[config.mk]
export PLATFORM = sky130hd
export DESIGN_NAME = irda_mir_bit_destuffer
export DESIGN_NICKNAME = d
export VERILOG_FILES = /design/src/rtl/irda_mir_bit_destuffer.sv
export SDC_FILE = /design/constraint.sdc
export NUM_CORES = 1
export LEC_CHECK = 0
export BUFFER_PORTS_ARGS = -buffer_cell sky130_fd_sc_hd__buf_4
export CORE_AREA = 4 4 62 47
export DETAILED_ROUTE_END_ITERATION = 8
export DIE_AREA = 0 0 66 51
export PLACE_DENSITY_LB_ADDON = 0.25
export SYNTH_ARGS = -nofsm -noshare
export SYNTH_HDL_FRONTEND = slang
export SYNTH_SLANG_ARGS = --single-unit
[constraint.sdc]
create_clock -name clk -period 1.8 [get_ports clk]
set_input_delay 0.09 -clock clk [delete_from_list [all_inputs] [get_ports clk]]
set_output_delay 0.09 -clock clk [all_outputs]
set_load 0.01 [all_outputs]
[src/rtl/irda_mir_bit_destuffer.sv]
// MIR receive bit de-stuffer: removes HDLC stuffed zeros, detects flags and
// aborts, and releases frame data bits through a 7-bit delay line so that the
// closing flag's own bits can be discarded before they reach the output.
module irda_mir_bit_destuffer #(
  parameter int unsigned DEPTH = 7
) (
  input  logic clk,
  input  logic wb_rst_i,
  input  logic bds_restart,
  input  logic mir_rxbit_enable,
  input  logic destuffer_i,
  output logic destuffer_o,
  output logic data_valid_o,
  output logic flag_o,
  output logic abort_o,
  output logic in_frame_o
);

  localparam int unsigned CNT_W = 3;

  localparam logic [CNT_W-1:0] CNT_STUFF = CNT_W'(5);
  localparam logic [CNT_W-1:0] CNT_FLAG  = CNT_W'(6);
  localparam logic [CNT_W-1:0] CNT_SAT   = CNT_W'(7);

  // Registered state
  logic [CNT_W-1:0] r_ones_cnt;
  logic [DEPTH-1:0] r_dl_bit;
  logic [DEPTH-1:0] r_dl_vld;
  logic             r_dout;
  logic             r_data_valid;
  logic             r_flag;
  logic             r_abort;
  logic             r_in_frame;

  // Next-state values
  logic [CNT_W-1:0] w_ones_cnt;
  logic [DEPTH-1:0] w_dl_bit;
  logic [DEPTH-1:0] w_dl_vld;
  logic             w_dout;
  logic             w_data_valid;
  logic             w_flag;
  logic             w_abort;
  logic             w_in_frame;
  logic             w_candidate;

  // Classify the incoming bit against the run of 1s and compute next state
  always_comb begin
    w_ones_cnt   = r_ones_cnt;
    w_dl_bit     = r_dl_bit;
    w_dl_vld     = r_dl_vld;
    w_dout       = r_dout;
    w_data_valid = 1'b0;
    w_flag       = 1'b0;
    w_abort      = 1'b0;
    w_in_frame   = r_in_frame;
    w_candidate  = 1'b0;

    if (mir_rxbit_enable) begin
      if (destuffer_i) begin
        if (r_ones_cnt == CNT_FLAG) begin
          // seventh 1: abort, drop everything in flight
          w_abort    = 1'b1;
          w_in_frame = 1'b0;
          w_dl_vld   = '0;
          w_ones_cnt = CNT_SAT;
        end else if (r_ones_cnt == CNT_SAT) begin
          // still inside the abort run: nothing to do
          w_ones_cnt = CNT_SAT;
        end else begin
          w_ones_cnt  = r_ones_cnt + CNT_W'(1);
          w_candidate = 1'b1;
        end
      end else begin
        if (r_ones_cnt == CNT_STUFF) begin
          // stuffed zero: dropped without shifting
          w_ones_cnt = '0;
        end else if (r_ones_cnt == CNT_FLAG) begin
          // flag closes: its first seven bits sit in the delay line, discard them
          w_flag     = 1'b1;
          w_in_frame = 1'b1;
          w_dl_vld   = '0;
          w_ones_cnt = '0;
        end else begin
          w_ones_cnt  = '0;
          w_candidate = 1'b1;
        end
      end

      if (w_candidate && r_in_frame) begin
        w_dout       = r_dl_bit[DEPTH-1];
        w_data_valid = r_dl_vld[DEPTH-1];
        w_dl_bit     = {r_dl_bit[DEPTH-2:0], destuffer_i};
        w_dl_vld     = {r_dl_vld[DEPTH-2:0], 1'b1};
      end
    end
  end

  // State register with synchronous reset / soft restart
  always_ff @(posedge clk) begin
    if (wb_rst_i || bds_restart) begin
      r_ones_cnt   <= '0;
      r_dl_bit     <= '0;
      r_dl_vld     <= '0;
      r_dout       <= 1'b0;
      r_data_valid <= 1'b0;
      r_flag       <= 1'b0;
      r_abort      <= 1'b0;
      r_in_frame   <= 1'b0;
    end else begin
      r_ones_cnt   <= w_ones_cnt;
      r_dl_bit     <= w_dl_bit;
      r_dl_vld     <= w_dl_vld;
      r_dout       <= w_dout;
      r_data_valid <= w_data_valid;
      r_flag       <= w_flag;
      r_abort      <= w_abort;
      r_in_frame   <= w_in_frame;
    end
  end

  assign destuffer_o  = r_dout;
  assign data_valid_o = r_data_valid;
  assign flag_o       = r_flag;
  assign abort_o      = r_abort;
  assign in_frame_o   = r_in_frame;

endmodule

==> impl_metrics.py, run 1 <==
metrics = {
    "floorplan": {
        "die_area_sq_mm": 0.003366,
        "die_h_um": 51,
        "initial_core_util_pct": 39.73,
        "coreArea_sq_mm": 0.002346,
        "die_x_um": 66,
        "io_pins": 10,
        "row_count": 15,
    },
    "sta": {
        "tightest_slew_ps": 379.7,
        "period_needed_ps": 1621,
        "setup_viol": 0,
        "rsz0062_at_grt": "no",
        "max-slew-margin-rel_pct": 74.42,
        "setup_tns_ps": 0,
        "fin_crit_sh_pct": 90.06,
        "fin_skew_ps": 10.38,
        "fmax_mhz": 616.9,
        "slew_violations": 0,
        "hold_violations": 0,
    },
    "logic_synthesis": {
        "avgSynthCellArea_sq_um": 8.794,
        "yosysTopAreaCell": "dfxtp_1",
        "synth.distinct_cells": 28,
        "syn_inst": 106,
        "ys_seq_area_share_pct": 47.25,
        "synth_seq_cells": 22,
        "netlist.area_leader.share_pct": 47.25,
        "yosysWarnings": 0,
        "syn_nets": 114,
        "synthTopCellsByArea": "dfxtp_1 47%, nand3_1 5.9%, and3_1 5.4%",
        "synth_area_sq_um": 932.1,
    },
    "cells_and_area": {
        "fill_cells": 242,
        "drive_gt1_share_pct": 17.54,
        "area_growth_pct": 15.70,
        "multi_input_area_sq_um": 432.9,
        "layout.cells.most_common": "dfxtp_1",
        "antenna_cells": 0,
        "seq_area_sq_um": 440.4,
        "nNetsFinal": 123,
        "mostFrequentLayoutCells": "22 x dfxtp_1, 12 x nand2_1, 11 x nand3_1, 10 x o21ai_0, 10 x buf_4",
        "utilization_pct": 45.97,
    },
    "routing": {
        "routed_via_density": 4.824,
        "ant_nets": 0,
        "dr.pass1.iters": 4,
        "routed_wl_um": 1580,
        "drc": 0,
        "routedWlPerCell_um": 10.68,
        "dr_total_vias": 714,
        "drt_iter0_markers": 45,
    },
    "critical_path": {
        "critPathLaunchType": "register",
        "timing.rr.end": "r_dl_bit[3]",
        "crit_path_max_fanout": 15,
        "required_ps": 2040,
        "r2r-start": "r_ones_cnt[0]",
        "arrival_ps": 1860,
        "crit_path_end_kind": "register",
        "critical_path_class": "reg2reg",
        "r2r_cells": 7,
        "reg2reg_slack_ps": 180,
    },
    "clocking": {
        "htree_levels": 1,
        "cts_buffers": 3,
        "cts.sinks": 22,
        "cts_resized": 0,
        "clk_latency_ps": 300,
        "path_clk_slew_ps": 120,
        "cts_root_buf": "clkbuf_4",
        "post_cts_buffers": 0,
        "cts_tree": "built",
        "cts_hold_repair.buffers": 0,
        "cts_buffer_depth": 2,
    },
    "global_routing": {
        "gr-max-usage-layer": "met2",
        "grt_pass1_vias": 648,
        "overflow": 0,
        "antenna_found_initial": 0,
        "grt_pass1_wl_um": 2766,
        "grt_max_degree": 29,
        "use_met2_pct": 16.31,
        "grt_usage_pct": 10.72,
        "grtUsageMet3_pct": 5.275,
        "grtUsageMet1_pct": 13.81,
    },
    "status": {
        "status": "completed",
    },
    "worst_hold_path": {
        "hp-class": "in2reg",
        "holdPathStages": 2,
        "hp-start": "destuffer_i",
        "min_to": "in_frame_o",
    },
    "place": {
        "hpwl_um": 1134,
        "globalplace.congestion": 0.8844,
        "io_buffers": 9,
    },
    "pwr": {
        "p_leak_nw": 0.4222,
        "peakVddDrop_mv": 0.4181,
        "powerDensity_mw_per_mm2": 826.5,
    },
    "job": {
        "maxCapViolations": 0,
    },
}
[kinds of logic after synthesis]
group	share of synthesized area, %
AO/OA/AOI/OAI	20.14
adder cells (fa/ha/maj)	4.027
buffers and inverters	6.308
flip-flops	47.25
AND/OR/NAND/NOR	22.28
[cell type report]
| class | count | area share [%] |
|---|---|---|
| well taps | 34 | 3.944 |
| repair buffers | 11 | 8.817 |
| flip-flops and latches | 22 | 40.84 |
| inverters | 4 | 1.392 |
| multi-input cells | 73 | 40.14 |
| clock inverters | 1 | 2.784 |
| clock buffers | 3 | 2.088 |
[stage by stage]
step / setup WS (ps) / total power [mW] / hold slack (ps) / area [sq um] / cells
2_1_floorplan: 313.0 / 0.5221 / 297.5 / 932.1 / 106
3_3_place_gp: 269.8 / 0.5317 / 368.6 / 1026 / 144
3_5_place_dp: 185.3 / 0.5321 / 375.6 / 1026 / 144
4_1_cts: 177.2 / 0.9057 / 23.11 / 1079 / 148
5_1_grt: 32.36 / 0.9349 / 18.11 / 1079 / 148
6_report: 178.9 / 0.8914 / 41.80 / 1079 / 148
[sequential cells by signal, summed over array words and instances, names as in the netlist]
register / count
abort_o: 1
data_valid_o: 1
destuffer_o: 1
flag_o: 1
in_frame_o: 1
r_dl_bit: 7
r_dl_vld: 7
r_ones_cnt: 3
[power breakdown]
part | total [mW] | internal [mW] | switching (mW) | leakage (nW)
combinational | 0.0328 | 0.0120 | 0.0208 | 0.217
sequential | 0.489 | 0.488 | 0.00118 | 0.177
clock | 0.370 | 0.225 | 0.145 | 0.0279
total | 0.891 | 0.725 | 0.167 | 0.422
[critical path, cell delays in order (launching register included)]
cell      delay [ps]
dfxtp_1          430
inv_1             70
ha_1             240
a21oi_1          190
o2111a_2         310
buf_12           150
nand3_1           70
o21ai_0           90
[metal layers]
layer  routed length, um  share of wire, %
met1                 864                55
met2                 632                40
met3                  70               4.4
met4                  13              0.82
met5                   0                 0
[how the worst max path moves through the flow]
stage / startpoint / end / slack, ps / cells after the start
floorplan: r_ones_cnt[0] / r_dl_vld[3] / 310 / 6
global placement: r_ones_cnt[0] / destuffer_o / 270 / 7
detailed placement: r_ones_cnt[0] / r_dl_bit[3] / 190 / 7
CTS: r_ones_cnt[0] / r_dl_bit[3] / 180 / 7
global route: r_ones_cnt[0] / r_dl_bit[3] / 30 / 7
finish: r_ones_cnt[0] / r_dl_bit[3] / 180 / 7
[cells in the mapped netlist (all sizes together)]
cell,number
a21o,1
nand3b,1
nand2b,1
nand3,11
a22o,1
buf,4
nor2,5
and3,8
nand2,12
nand4,1
ha,3
a21oi,5
a2bb2oi,1
dfxtp,22
a211oi,1
a31o,4
inv,4
a31oi,2
nor2b,1
or2,1
and2,1
o2111a,1
clkbuf,3
a32o,2
o21ai,10
Note: power is estimated with default switching activity, not from simulation.
==> run 2, diff against run 1 <==
--- a/config.mk
+++ b/config.mk
@@ -9,7 +9,7 @@
 export CORE_AREA = 4 4 62 47
 export DETAILED_ROUTE_END_ITERATION = 8
 export DIE_AREA = 0 0 66 51
-export PLACE_DENSITY_LB_ADDON = 0.25
+export PLACE_DENSITY = 0.56
 export SYNTH_ARGS = -nofsm -noshare
 export SYNTH_HDL_FRONTEND = slang
 export SYNTH_SLANG_ARGS = --single-unit
==> run 2 against run 1 <==
- count of clock-buffer cells in the layout unchanged
- combinational power about the same
- via count increased by 1.5%
- power up 0.35%
- highest routed layer unchanged
- utilization stayed put
- largest power group unchanged
- design area unchanged
- wire length up 2.2%
- sequential share of layout area unchanged
- critical path depth unchanged
- fmax rose by 0.18%
- die area did not move
- hold slack lost 13 ps
==> impl_metrics.py, run 2 (synthesis gave the netlist of run 1 again) <==
metrics = {
    "floorplan": {
        "io_pins": 10,
        "die_area_sq_mm": 0.003366,
        "die_x_um": 66,
        "die_h_um": 51,
        "row_count": 15,
        "coreArea_sq_mm": 0.002346,
        "initial_core_util_pct": 39.73,
    },
    "critical_path": {
        "critical_path_class": "reg2reg",
        "crit_chain": "inv_1 > ha_1 > a21oi_1 > o2111a_2 > buf_12 > nand3_1 > o21ai_0",
        "path_buf_inv": 2,
        "required_ps": 2050,
        "slowest_stage": "dfxtp_1",
        "r2r-start": "r_ones_cnt[0]",
        "crit_path_max_incr_delay_ps": 440,
        "timing.rr.end": "r_dl_bit[3]",
        "arrival_ps": 1870,
        "critPathLaunchType": "register",
        "crit_path_max_fanout": 14,
        "r2r_cells": 7,
        "reg2reg_slack_ps": 180,
        "crit_path_end_kind": "register",
        "cp_top_family": "compound AO/OA/AOI/OAI gates",
    },
    "global_routing": {
        "grt_max_degree": 29,
        "grt_pass1_wl_um": 2732,
        "grt_usage_pct": 10.94,
        "overflow": 0,
        "antenna_found_initial": 0,
        "grt_pass1_vias": 638,
    },
    "clocking": {
        "post_cts_buffers": 0,
        "cts_buffer_depth": 2,
        "cts_resized": 0,
        "clk_latency_ps": 310,
        "cts_root_buf": "clkbuf_4",
        "htree_levels": 1,
        "cts.sinks": 22,
        "cts_hold_repair.buffers": 0,
        "cts_tree": "built",
        "path_clk_slew_ps": 120,
        "cts_buffers": 3,
    },
    "sta": {
        "setup_viol": 0,
        "fin_crit_sh_pct": 89.91,
        "period_needed_ps": 1618,
        "hold_violations": 0,
        "slew_violations": 0,
        "max-slew-margin-rel_pct": 77.30,
        "setup_tns_ps": 0,
        "fin_skew_ps": 10.95,
        "tightest_slew_ps": 336.9,
        "rsz0062_at_grt": "no",
        "fmax_mhz": 617.9,
    },
    "cells_and_area": {
        "fill_cells": 230,
        "area_growth_pct": 15.70,
        "largest_registers": "r_dl_bit (7), r_dl_vld (7), r_ones_cnt (3)",
        "nNetsFinal": 123,
        "antenna_cells": 0,
        "fin_area_sq_mm": 0.001079,
        "mostFrequentLayoutCells": "22 x dfxtp_1, 12 x nand2_1, 11 x nand3_1, 10 x o21ai_0, 10 x buf_4",
        "layout.cells.most_common": "dfxtp_1",
        "drive_gt1_share_pct": 17.54,
    },
    "pwr": {
        "peakVddDrop_mv": 0.4092,
        "p_leak_nw": 0.4222,
        "powerDensity_mw_per_mm2": 829.5,
    },
    "place": {
        "io_buffers": 9,
        "placed_area_sq_mm": 0.001026,
        "hpwl_um": 1106,
        "globalplace.congestion": 0.8716,
    },
    "routing": {
        "routed_wl_um": 1614,
        "drt_iter0_markers": 51,
        "routedWlPerCell_um": 10.91,
        "ant_nets": 0,
        "drc": 0,
        "dr.pass1.iters": 4,
        "routed_via_density": 4.899,
        "dr_total_vias": 725,
    },
    "job": {
        "maxCapViolations": 0,
    },
    "worst_hold_path": {
        "holdPathStages": 2,
        "min_to": "in_frame_o",
        "hp-start": "destuffer_i",
        "hp-class": "in2reg",
    },
    "status": {
        "status": "completed",
    },
}
-- run 2: stage by stage --
stage	util [%]	setup WS (ps)	instances	hold slack, ps	total power [mW]
2_1_floorplan	-	313.0	106	297.5	0.5221
3_3_place_gp	43.73	262.6	144	367.6	0.5319
3_5_place_dp	43.73	193.0	144	366.0	0.5322
4_1_cts	45.97	182.3	148	13.54	0.9116
5_1_grt	45.97	46.11	148	25.20	0.9387
6_report	45.97	181.7	148	28.98	0.8946
-- run 2: final cells by class --
| type | instances | area (sq um) | share of cell area [%] |
|---|---|---|---|
| clock buffers | 3 | 22.52 | 2.088 |
| clock inverters | 1 | 30.03 | 2.784 |
| inverters | 4 | 15.01 | 1.392 |
| multi-input cells | 73 | 432.9 | 40.14 |
| flip-flops and latches | 22 | 440.4 | 40.84 |
| well taps | 34 | 42.54 | 3.944 |
| repair buffers | 11 | 95.09 | 8.817 |
-- run 2: power breakdown --
group          internal, mW  total [mW]  switching (mW)
clock                 0.225       0.373           0.148
sequential            0.488       0.489         0.00121
combinational        0.0121      0.0328          0.0207
total                 0.725       0.895           0.170
-- run 2: how the worst max path moves through the flow --
stage / start / cells past startpoint / slack (ps) / to
after floorplan: r_ones_cnt[0] / 6 / 310 / r_dl_vld[3]
after global placement: r_ones_cnt[0] / 7 / 260 / r_dl_bit[2]
after detailed placement: r_ones_cnt[0] / 7 / 190 / r_dl_bit[3]
after CTS: r_ones_cnt[0] / 7 / 180 / r_dl_bit[3]
after global routing: r_ones_cnt[0] / 7 / 50 / r_dl_bit[3]
final: r_ones_cnt[0] / 7 / 180 / r_dl_bit[3]
-- run 2: layer usage --
metal	up-vias	wire length, um	global-route usage (%)
li1	388	-	-
met3	2	97	5.495
met4	0	19	4.054
met2	16	711	16.64
met1	319	786	13.24
met5	-	0	0
